[src/rtl/user_locked_read_port.sv]
// ============================================================================
// Module      : user_locked_read_port
// Description : Read responder for the user-locked register; owner-only data,
//               consecutive-denial counting and lockout until owner unlock.
// Revision    : 1.0  initial release
// ============================================================================
`default_nettype none

module user_locked_read_port #(
  parameter int         WIDTH    = 8,
  parameter logic [1:0] OWNER_ID = 2'h2,
  parameter int         MAX_VIOL = 3
) (
  input  logic             clk,
  input  logic             rst_n,
  input  logic [WIDTH-1:0] reg_value,
  input  logic             rd_req,
  input  logic [1:0]       usr_id,
  input  logic             unlock,
  output logic             rd_ready,
  output logic             rd_valid,
  output logic [WIDTH-1:0] rd_data,
  output logic             rd_err,
  input  logic             rd_ack,
  output logic [2:0]       viol_cnt,
  output logic             locked_out
);

  localparam logic [2:0] C_MAX_VIOL = 3'(MAX_VIOL);

  typedef enum logic [1:0] {
    ST_IDLE    = 2'd0,
    ST_CHECK   = 2'd1,
    ST_RESP    = 2'd2,
    ST_LOCKOUT = 2'd3
  } state_t;

  state_t           r_state;
  state_t           w_next;
  logic [1:0]       r_cap_id;
  logic [WIDTH-1:0] r_cap_val;
  logic             r_rd_valid;
  logic [WIDTH-1:0] r_rd_data;
  logic             r_rd_err;
  logic [2:0]       r_viol;
  logic             r_locked;

  logic w_owner;
  logic w_unlock_ok;
  logic w_ack_done;

  assign w_owner     = (r_cap_id == OWNER_ID);
  assign w_unlock_ok = unlock && (usr_id == OWNER_ID);
  assign w_ack_done  = r_rd_valid && rd_ack;

  always_ff @(posedge clk or negedge rst_n) begin
    if (!rst_n) r_state <= ST_IDLE;
    else        r_state <= w_next;
  end

  always_comb begin
    w_next = r_state;
    case (r_state)
      ST_IDLE:    if (rd_req) w_next = ST_CHECK;
      ST_CHECK:   w_next = ST_RESP;
      // The counter was already updated in CHECK, so it reflects this response.
      ST_RESP:    if (w_ack_done) w_next = (r_viol == C_MAX_VIOL) ? ST_LOCKOUT : ST_IDLE;
      ST_LOCKOUT: if (w_unlock_ok) w_next = ST_IDLE;
      default:    w_next = ST_IDLE;
    endcase
  end

  always_ff @(posedge clk or negedge rst_n) begin
    if (!rst_n) begin
      r_cap_id   <= 2'd0;
      r_cap_val  <= '0;
      r_rd_valid <= 1'b0;
      r_rd_data  <= '0;
      r_rd_err   <= 1'b0;
      r_viol     <= 3'd0;
      r_locked   <= 1'b0;
    end else begin
      case (r_state)
        ST_IDLE: begin
          if (rd_req) begin
            r_cap_id  <= usr_id;
            r_cap_val <= reg_value;
          end
        end
        ST_CHECK: begin
          if (w_owner) begin
            r_rd_data <= r_cap_val;
            r_rd_err  <= 1'b0;
            r_viol    <= 3'd0;
          end else begin
            r_rd_data <= '0;
            r_rd_err  <= 1'b1;
            r_viol    <= (r_viol >= C_MAX_VIOL) ? C_MAX_VIOL : r_viol + 3'd1;
          end
        end
        ST_RESP: begin
          // First RESP cycle raises valid; an ack only counts once valid is up.
          if (!r_rd_valid) begin
            r_rd_valid <= 1'b1;
          end else if (rd_ack) begin
            r_rd_valid <= 1'b0;
            if (r_viol == C_MAX_VIOL) r_locked <= 1'b1;
          end
        end
        ST_LOCKOUT: begin
          if (w_unlock_ok) begin
            r_viol   <= 3'd0;
            r_locked <= 1'b0;
          end
        end
        default: ;
      endcase
    end
  end

  assign rd_ready   = (r_state == ST_IDLE);
  assign rd_valid   = r_rd_valid;
  assign rd_data    = r_rd_data;
  assign rd_err     = r_rd_err;
  assign viol_cnt   = r_viol;
  assign locked_out = r_locked;

endmodule

`default_nettype wire

[config.mk]
export PLATFORM = sky130hd
export DESIGN_NAME = user_locked_read_port
export DESIGN_NICKNAME = d
export VERILOG_FILES = /design/src/rtl/user_locked_read_port.sv
export SDC_FILE = /design/constraint.sdc
export NUM_CORES = 1
export LEC_CHECK = 0
export BUFFER_PORTS_ARGS = -buffer_cell sky130_fd_sc_hd__buf_2
export CAP_MARGIN = 30
export CELL_PAD_IN_SITES_DETAIL_PLACEMENT = 1
export CELL_PAD_IN_SITES_GLOBAL_PLACEMENT = 1
export CORE_ASPECT_RATIO = 1.25
export CORE_MARGIN = 2
export CORE_UTILIZATION = 35
export CTS_CLUSTER_SIZE = 25
export DETAILED_ROUTE_END_ITERATION = 10
export PLACE_DENSITY_LB_ADDON = 0.12
export SLEW_MARGIN = 20
export SYNTH_ARGS = -nofsm -noshare
export SYNTH_HDL_FRONTEND = slang
export SYNTH_SLANG_ARGS = --single-unit
[constraint.sdc]
create_clock -name clk -period 1.5 [get_ports clk]
set_clock_uncertainty 0.15 [all_clocks]
set_input_delay 0.15 -clock clk [delete_from_list [all_inputs] [get_ports clk]]
set_output_delay 0.15 -clock clk [all_outputs]
set_load 0.01 [all_outputs]
## Word-level counts from Yosys, hierarchy flattened

Cells that the tools add are included.

- Add/subtract/negate cells: 1
- Order comparisons: 1
- Equal/unequal tests: 12
- Muxes and demuxes: 18
- Reductions and logical operators: 9

Operators with widths:

| cell | number |
|---|---|
| $ne A2 B2 Y1 const B | 6 |
| $mux W3 | 3 |
| $eq A2 B2 Y1 const B | 4 |
| $mux W2 | 4 |
| $mux W8 | 1 |
| $pmux W2 S4 | 1 |
| $mux W1 | 7 |
| $pmux W3 S2 | 1 |
| $reduce_and A5 Y1 | 1 |
| $reduce_and A2 Y1 | 2 |
| $reduce_bool A2 Y1 | 2 |
| $add A3 B1 Y3 const B | 1 |
| $eq A3 B2 Y1 const B | 1 |
| $ge A3 B2 Y1 const B | 1 |
| $reduce_and A3 Y1 | 1 |
| $eq A2 B1 Y1 const B | 1 |
| $logic_and A1 B1 Y1 | 2 |
| $logic_not A2 Y1 | 1 |
| $pmux W1 S2 | 1 |

- Register bits: 26
- Bits of input ports: 15
- Output and inout bits: 15
- Word-level logic and storage cells: 49

## Depth between registers and ports, before layout

Gate-level depths: netlist of run 1.

- Word-level depth: 5
- Gate-level depth with buffers: 5
- Depth with buffers taken out: 5

## Least setup slack after synthesis of run 1

Ideal clock, no wire load.

- Kind: reg2reg
- Start: register r_viol[0], in the netlist viol_cnt[0]
- End: register r_viol[2], in the netlist viol_cnt[2]
- Library setup time: 0.101 ns
- Data arrival time: 1.301 ns
- Data required time: 1.249 ns
- Slack: -0.052 ns
- Stages on the path, launching flop included: 5
- Buffers on the path: 0
- Clock period less this slack: 1.552 ns
- Cell sequence: dfrtp_1 > ha_1 > ha_1 > a211o_1 > o32ai_1

- Cells in the longest elaborated chain, start to end: 4
- Elaborated cells between the ends (all ways): 5
- Those cells by class: add/sub (1); order compare (1); mux (3)

Ends and longest elaborated chain:

| item | RTL line | RTL |
|---|---|---|
| from (decl) | 45 | `logic [2:0] r_viol;` |
| from (signal assigned) | 98 | `r_viol <= (r_viol >= C_MAX_VIOL) ? C_MAX_VIOL : r_viol + 3'd1;` |
| $add A3 B1 Y3 / $ge A3 B2 Y1 (equally long branches) | 98 |  |
| $mux W3 (*) | 98 |  |
| $mux W3 (*) | 91 | `if (w_owner) begin` |
| $pmux W3 S2 (*) | 83 | `case (r_state)` |

Mark *: on every way between the ends. The rest lies on a longest branch, timed or not.
A chain may end at the register's enable or synchronous reset.

## Worst setup path after layout of run 1

- Start: register r_viol[0], in the netlist viol_cnt[0]
- End: register r_viol[0], in the netlist viol_cnt[0]

Same word-level chain as after synthesis.

==> out/metrics.cfg, run 1 <==
[run_status]
status=finished with violations
violations=negative setup slack

[routing]
ant_nets=0
viasPerCell=4.95
drt_iter0_markers=14
drc=0
drt_wl_total_mm=2.35
drtPass1Iterations=4
drt-wirelength-per-cell_um=14.1
vias=821

[setup_path]
crit_type=reg2reg
path_cells=ha_2, ha_4, a211o_1, nor2_1, o22ai_1
cpMaxStageDelayCell=dfrtp_1
critPathMaxStageDelay_ns=0.41
critPathLaunchType=flip-flop
cp.required_ns=1.55
cp_max_fo=3
crit_arrival_ns=1.57
worstSetupEndpointType=flip-flop

[floorplanning]
die_area_sq_um=3640
initial_core_util=0.373
row_count=22
core_sq_um=2970
die_y_um=67.0
die_w_um=54.4
io_pins=30

[grt]
grt_pass1_wl_mm=3.95
grt_use_total=0.151
antenna_found_initial=0
grt_max_degree=27
grt_pass1_vias=895
grt_overflow=0

[synthesis]
syn_avg_cell_area_sq_um=13.5
synth.area.top_cells=dfrtp_1 59%, mux2_4 14%, a22o_1 6.3%
synth_top_area_frac=0.586
ys.flop_type=dfrtp_1
synth_nets=99
ys_warn_count=0
synth_area_sq_um=1110
yosys.area.top_type=dfrtp_1
async_flop_share=1.00
ys_ff_latch=26
synth_cells=82
yosysMostFrequentCell=dfrtp_1
synth-edff-count=0
ys_seq_area_frac=0.586
yosysUniqueCellTypes=23
synth_commonest_cells=26 x dfrtp_1, 10 x mux2_4, 8 x a22o_1

[placed_design]
placed_area_sq_um=1330
gp_congestion=0.747
portBuffers=29
place_ws_ns=-0.00234
hpwlAfterDp_mm=1.69

[clocking]
clockRootBuffer=clkbuf_4
path_clk_slew_ns=0.13
cts_tree=yes
cts_max_level=1
clock_path_buffers=2
clock_sinks=26
clk_latency_ns=0.31
cts_buffers=3

[final_layout]
final_area_sq_um=1500
drive_gt1_frac=0.446
antennaDiodeCount=0
fillers=330
syn2layout_area_growth_pct=34.7
num-nets-final=149

[sta]
fin_ws_ns=-0.0164
slew_headroom=0.622
rsz0062_at_grt=true
finalHoldViolCount=0
final.min_clock_period_ns=1.52
hold_ws_ns=0.0115
setup_violations=1
timing.final.crit_share=1.01
worstMarginPinSlew_ns=0.567
max_freq_ghz=0.659
slew_violations=0

[flow_run]
maxCapViolations=0

[power_and_ir_drop]
p_leak_uw=0.000750
ir_worst_vdd_uv=837
power_uw=2660
power_density_nw_per_um2=1780

[min_path]
hold_class=in2reg

-- repair_timing --
action	4_1_cts	5_1_grt
resized for setup	1	5
endpoints found under the hold margin	36	0
pin swaps	0	3
hold buffers	11	0
setup buffers	0	1
setup endpoints to repair	2	4
-- worst paths after layout --
kind	from	end	slack [ns]	depth (start not counted)
worst max register to register	viol_cnt[0]	viol_cnt[0]	-0.02	5
worst min-delay path	rd_ack	locked_out	0.01	3
worst max-delay path	viol_cnt[0]	viol_cnt[0]	-0.02	5
min in group asynchronous	rst_n	rd_data[6]	0.20	2
max in group asynchronous	rst_n	r_cap_val[4]	0.63	2
worst min register to register	r_cap_val[4]	rd_data[4]	0.37	1
-- through the flow --
step | TNS (ns) | instances | utilization
after floorplan | 0 | 82 | -
after global placement | 0 | 151 | 0.448
after detailed placement | -0.00234 | 151 | 0.448
after CTS | 0 | 165 | 0.494
after global routing | -0.174 | 166 | 0.503
final | -0.0164 | 166 | 0.503
-- critical path, delay by kind of cell (launching register included) --
kind	cells	cell delay, ns
flops	1	0.41
fa+ha+maj	2	0.37
compound gates	2	0.36
simple gates	1	0.12
-- report_power, final --
part	switching (uW)	internal [uW]	leakage, uW
logic	552	685	0.000412
clock network	189	93.8	0.0000138
registers	174	971	0.000324
total	915	1750	0.000750
-- sequential cells by signal (all words and copies together) (netlist names) --
signal and flops:
r_cap_id 2, locked_out 1, rd_valid 1, r_cap_val 8, r_state 2, rd_err 1
rd_data 8, viol_cnt 3
-- routing by layer --
layer / wire length [um] / global-route usage / vias up
met5: 0 / 0 / -
met4: 64 / 0.0750 / 0
met3: 99 / 0.0247 / 6
met2: 1110 / 0.245 / 22
met1: 1080 / 0.188 / 404
li1: - / - / 389
-- cell usage in the layout (no fill, tap or decap), types with 2 or more instances in the layout --
cell           count
buf_2             29
dfrtp_1           26
dlygate4sd3_1     11
mux2_4            10
a22o_1             8
buf_4              8
inv_1              5
a21oi_1            4
nand2_1            3
clkbuf_4           3
nand2b_1           2
nand3_1            2
nor2_2             2
nand4b_1           2
o21ai_1            2
nor2_1             2
-- area by class of cell --
| type | instances | area, sq um | share of cell area |
|---|---|---|---|
| Inverter | 5 | 18.8 | 0.0126 |
| Timing Repair Buffer | 48 | 315 | 0.211 |
| Clock buffer | 3 | 22.5 | 0.0151 |
| Sequential cell | 26 | 651 | 0.435 |
| Tap cell | 36 | 45.0 | 0.0301 |
| Multi-Input combinational cell | 48 | 443 | 0.296 |
-- cell families (layout without fill, tap and decap cells) --
family          Yosys count  count (layout)  synth area share
flops                    26              26             0.586
compound gates           19              19             0.123
simple gates             16              16            0.0812
mux                      11              11             0.145
buf+inv                   8              56            0.0417
fa+ha+maj                 2               2            0.0225
(Power assumes the default switching activity.)
==> run 2, diff against run 1 <==
--- a/config.mk
+++ b/config.mk
@@ -14,7 +14,7 @@
 export CORE_UTILIZATION = 35
 export CTS_CLUSTER_SIZE = 25
 export DETAILED_ROUTE_END_ITERATION = 10
-export PLACE_DENSITY_LB_ADDON = 0.12
+export PLACE_DENSITY_LB_ADDON = 0.1
 export SLEW_MARGIN = 20
 export SYNTH_ARGS = -nofsm -noshare
 export SYNTH_HDL_FRONTEND = slang
==> run 2 against run 1 <==
  * The run now ends clean
  * Critical path depth unchanged
  * Worst setup slack improved by 0.032 ns
  * Core utilization increased by 0.67 points
  * Register-to-register slack improved by 0.03 ns
  * Clock power increased by 2%
  * Non-clock buffer count increased by 2
  * Routed wire length increased by 3.5%
  * Global-route usage increased by 0.79 points
  * Die area unchanged
  * Sequential power about the same
==> out/metrics.cfg, run 2 (same netlist as run 1, synthesis figures left out) <==
[grt]
grt_max_degree=27
antenna_found_initial=0
grt_use_total=0.159
grt_pass1_wl_mm=4.19
grt_pass1_vias=907
grt_overflow=0

[sta]
hold_ws_ns=0.0422
slew_headroom=0.615
rsz0062_at_grt=true
finalHoldViolCount=0
fin_setup_tns_ns=0
timing.final.crit_share=0.990
final.min_clock_period_ns=1.48
max_freq_ghz=0.674
setup_violations=0
slew_violations=0
worstMarginPinSlew_ns=0.578

[placed_design]
hpwlAfterDp_mm=1.73
placed_area_sq_um=1330
dp_cells=151
gp_congestion=0.723
portBuffers=29

[clocking]
clock_sinks=26
clock_path_buffers=2
clockRootBuffer=clkbuf_4
cts_buffers=3
cts_max_level=1
path_clk_slew_ns=0.13
clk_latency_ns=0.31
cts_tree=yes

[min_path]
hold_class=in2reg
min_path_cells=4
min_to=r_state[1]
min_from=unlock

[floorplanning]
die_w_um=54.4
die_y_um=67.0
die_area_sq_um=3640
initial_core_util=0.373
io_pins=30
core_sq_um=2970
row_count=22

[final_layout]
num-nets-final=151
final_area_sq_um=1520
utilization=0.510
regArea_sq_um=651
syn2layout_area_growth_pct=36.5
antennaDiodeCount=0
drive_gt1_frac=0.439
multiInputGateArea_sq_um=443
fillers=316
layout_common_cells=29 x buf_2, 26 x dfrtp_1, 13 x dlygate4sd3_1
final_common_cell=buf_2
layoutNonFillerInstCount=168

[setup_path]
cpMaxStageDelayCell=dfrtp_1
reg2reg_slack_ns=0.02
cp.required_ns=1.55
critPathLaunchType=flip-flop
crit_arrival_ns=1.54
rr_worst_depth=5
cp_max_fo=3
worstSetupEndpointType=flip-flop
r2r-end=viol_cnt[0]
critPathMaxStageDelay_ns=0.41
path_cells=ha_2, ha_4, a211o_1, nor2_1, o22ai_1
crit_type=reg2reg
worstReg2RegStart=viol_cnt[0]

[flow_run]
maxCapViolations=0

[power_and_ir_drop]
ir_worst_vdd_uv=1060
p_leak_uw=0.000758
power_density_nw_per_um2=1760

[run_status]
status=completed

[routing]
wl_met2_mm=1.23
routed.top_layer=met4
viasPerCell=4.94
drt_wl_total_mm=2.43
drc=0
ant_nets=0
drt-wirelength-per-cell_um=14.5
vias=830
wl_met1_mm=1.06
drt_iter0_markers=6
drtPass1Iterations=4
dr_wl_met3_um=117

## run 2: cell types whose count changed in the layout (fill, tap and decap cells not counted), sizes merged
cell / before / now
dlygate4sd3: 11 / 13
## run 2: worst max-delay path by stage
stage / from / slack, ns / cells after the start / end
2_1_floorplan: viol_cnt[0] / 0.009 / 4 / viol_cnt[2]
3_3_place_gp: viol_cnt[0] / 0.07 / 4 / viol_cnt[2]
3_5_place_dp: viol_cnt[0] / 0.02 / 4 / viol_cnt[2]
4_1_cts: viol_cnt[0] / 0.007 / 5 / viol_cnt[1]
5_1_grt: viol_cnt[1] / -0.05 / 5 / viol_cnt[0]
6_report: viol_cnt[0] / 0.02 / 5 / viol_cnt[0]
## run 2: critical path: cells and delay by family (launching register included)
kind / cells / cell delay, ns
AO/OA/AOI/OAI: 2 / 0.34
adder cells (fa/ha/maj): 2 / 0.36
flip-flops: 1 / 0.41
AND/OR/NAND/NOR: 1 / 0.12
## run 2: timing repair
action	4_1_cts	5_1_grt
hold endpoints to repair	38	0
hold buffers	13	0
pin swaps	0	1
endpoints found under the setup margin	1	11
buffers inserted	1	0
gates resized for setup	1	4
## run 2: power by group
part           switching (uW)  internal [uW]  leakage [uW]
sequential                176            971      0.000324
clock                     195           93.8     0.0000138
combinational             543            685      0.000421
## run 2: through the flow
step	setup WS, ns	power, uW
2_1_floorplan	0.00878	1920
3_3_place_gp	0.0727	2260
3_5_place_dp	0.0199	2310
4_1_cts	0.00724	2660
5_1_grt	-0.0469	2900
6_report	0.0156	2660
## run 2: layer usage
metal,global-route usage,up-vias
met2,0.267,19
met5,0,-
met1,0.197,414
li1,-,395
met4,0.0625,0
met3,0.0269,2
## run 2: layout make-up
| type | instances | area share |
|---|---|---|
| well taps | 36 | 0.0297 |
| inverters | 5 | 0.0124 |
| repair buffers | 50 | 0.221 |
| flip-flops and latches | 26 | 0.429 |
| multi-input cells | 48 | 0.292 |
| clock buffers | 3 | 0.0149 |
==> run 3, diff against run 2 <==
--- a/config.mk
+++ b/config.mk
@@ -5,7 +5,7 @@
 export SDC_FILE = /design/constraint.sdc
 export NUM_CORES = 1
 export LEC_CHECK = 0
-export BUFFER_PORTS_ARGS = -buffer_cell sky130_fd_sc_hd__buf_2
+export BUFFER_PORTS_ARGS = -buffer_cell sky130_fd_sc_hd__buf_4
 export CAP_MARGIN = 30
 export CELL_PAD_IN_SITES_DETAIL_PLACEMENT = 1
 export CELL_PAD_IN_SITES_GLOBAL_PLACEMENT = 1
==> constraint.sdc (replaced) <==
create_clock -name clk -period 1.4 [get_ports clk]
set_clock_uncertainty 0.15 [all_clocks]
set_input_delay 0.14 -clock clk [delete_from_list [all_inputs] [get_ports clk]]
set_output_delay 0.14 -clock clk [all_outputs]
set_load 0.01 [all_outputs]
==> run 3 against run 2 <==
  * Core utilization is 2.9 points higher
  * Worst setup slack worse by 0.092 ns
  * Fmax is 0.54% higher
  * The flow now finishes with violations (negative setup slack)
  * Final cell count is 0.60% higher
  * Clock power is 5% higher
  * Clock-buffer cell count stayed put
  * Sequential share of layout area is 2.2 points lower
  * Highest routed layer unchanged
  * Critical path depth is 1 lower
  * Total power is 13% higher
  * Non-clock buffer count stayed put
==> out/metrics.cfg, run 3 (same netlist as run 1, synthesis figures left out) <==
[clocking]
clock_path_buffers=2
cts_buffers=3
clock_sinks=26
cts_max_level=1
clk_latency_ns=0.31
clockRootBuffer=clkbuf_4
cts_tree=yes
path_clk_slew_ns=0.13

[setup_path]
path_cells=ha_2, ha_4, a211o_1, o32ai_2
cpMaxStageDelayCell=dfrtp_1
cp_max_fo=3
critPathMaxStageDelay_ns=0.42
worstSetupEndpointType=flip-flop
crit_buf_inv=0
crit_arrival_ns=1.55
critPathLaunchType=flip-flop
crit_type=reg2reg
cp.required_ns=1.48
path_delay_family=compound AO/OA/AOI/OAI gates

[sta]
max_freq_ghz=0.677
worstMarginPinSlew_ns=0.333
rsz0062_at_grt=true
slew_violations=0
timing.final.crit_share=1.05
finalHoldViolCount=0
slew_headroom=0.778
fin_setup_tns_ns=-0.232
fin_ws_ns=-0.0765
final.min_clock_period_ns=1.48
setup_violations=7

[run_status]
status=finished with violations
violations=negative setup slack

[final_layout]
layoutNonFillerInstCount=169
utilization=0.538
final_common_cell=buf_4
num-nets-final=152
antennaDiodeCount=0
fillers=333
layout_common_cells=38 x buf_4, 25 x dfrtp_1, 12 x dlygate4sd3_1
syn2layout_area_growth_pct=44.2
drive_gt1_frac=0.466

[routing]
drtPass1Iterations=4
ant_nets=0
drt-wirelength-per-cell_um=15.9
drt_iter0_markers=12
drt_wl_total_mm=2.68
vias=828
viasPerCell=4.90
drc=0

[power_and_ir_drop]
seqPwrFrac=0.417
power_density_nw_per_um2=1870
p_sw_frac=0.339
p_clk_frac=0.101
intPower_uw=1980
switchingPower_uw=1020
p_leak_uw=0.000784
power_uw=3000
ir_worst_vdd_uv=1000
combPwrFrac=0.482

[grt]
grt_pass1_vias=889
grt_pass1_wl_mm=4.46
antenna_found_initial=0
grt_overflow=0
grt_use_total=0.173
grt_max_degree=27

[floorplanning]
core_sq_um=2970
die_area_sq_um=3640
row_count=22
initial_core_util=0.373
die_y_um=67.0
io_pins=30
die_w_um=54.4

[placed_design]
hpwlAfterDp_mm=1.83
portBuffers=29
dp_cells=152
place_ws_ns=-0.0750
gp_congestion=0.707

[min_path]
hold_class=in2reg

[flow_run]
maxCapViolations=0

==> run 3: worst register-to-register path, stage by stage, from the launching register on <==
cell     delay (ns)
dfrtp_1        0.42
ha_2           0.20
ha_4           0.16
a211o_1        0.27
o32ai_2        0.20
==> run 3: area by class of cell <==
type | instances | area [sq um] | share of cell area
inverter | 5 | 18.8 | 0.0117
clock buffer | 3 | 22.5 | 0.0141
multi-input combinational | 49 | 457 | 0.285
tap | 36 | 45.0 | 0.0281
sequential | 26 | 652 | 0.407
timing repair buffer | 50 | 405 | 0.253
==> run 3: worst paths after layout <==
path	start	slack, ns	endpoint	cells after the start
worst max register to register	viol_cnt[0]	-0.08	viol_cnt[2]	4
min in group asynchronous	rst_n	0.11	r_cap_val[4]	2
max in group asynchronous	rst_n	0.72	r_state[0]	2
worst min-delay path	rd_req	0.01	r_state[0]	3
worst min register to register	r_cap_val[3]	0.36	rd_data[3]	1
worst max-delay path	viol_cnt[0]	-0.08	viol_cnt[2]	4
==> run 3: routing by layer <==
layer,global-route usage,vias to the layer above,part of all wire
li1,-,398,-
met1,0.224,411,0.40
met2,0.292,17,0.55
met3,0.0202,2,0.035
met4,0.0563,0,0.0086
met5,0,-,0
==> run 3: per-stage QoR <==
step	cell area (sq um)	hold slack, ns
3_5_place_dp	1430	-0.0821
6_report	1600	0.0109
3_3_place_gp	1430	-0.0816
5_1_grt	1600	0.00171
4_1_cts	1570	0.00234
2_1_floorplan	1130	-0.306
==> run 3: repair_timing <==
| item | CTS | global route |
|---|---|---|
| endpoints found under the hold margin | 36 | 1 |
| resized for setup | 3 | 4 |
| buffers inserted | 0 | 1 |
| pin swaps | 3 | 6 |
| gates cloned | 1 | 0 |
| endpoints found under the setup margin | 15 | 22 |
| hold buffers | 11 | 1 |
==> run 3: power groups by stage <==
| stage | sequential, uW | combinational [uW] | clock, uW |
|---|---|---|---|
| floorplan | 1260 | 825 | 0 |
| global placement | 1230 | 1310 | 0 |
| detailed placement | 1250 | 1360 | 0 |
| CTS | 1240 | 1440 | 320 |
| global route | 1290 | 1580 | 352 |
| finish | 1250 | 1450 | 303 |
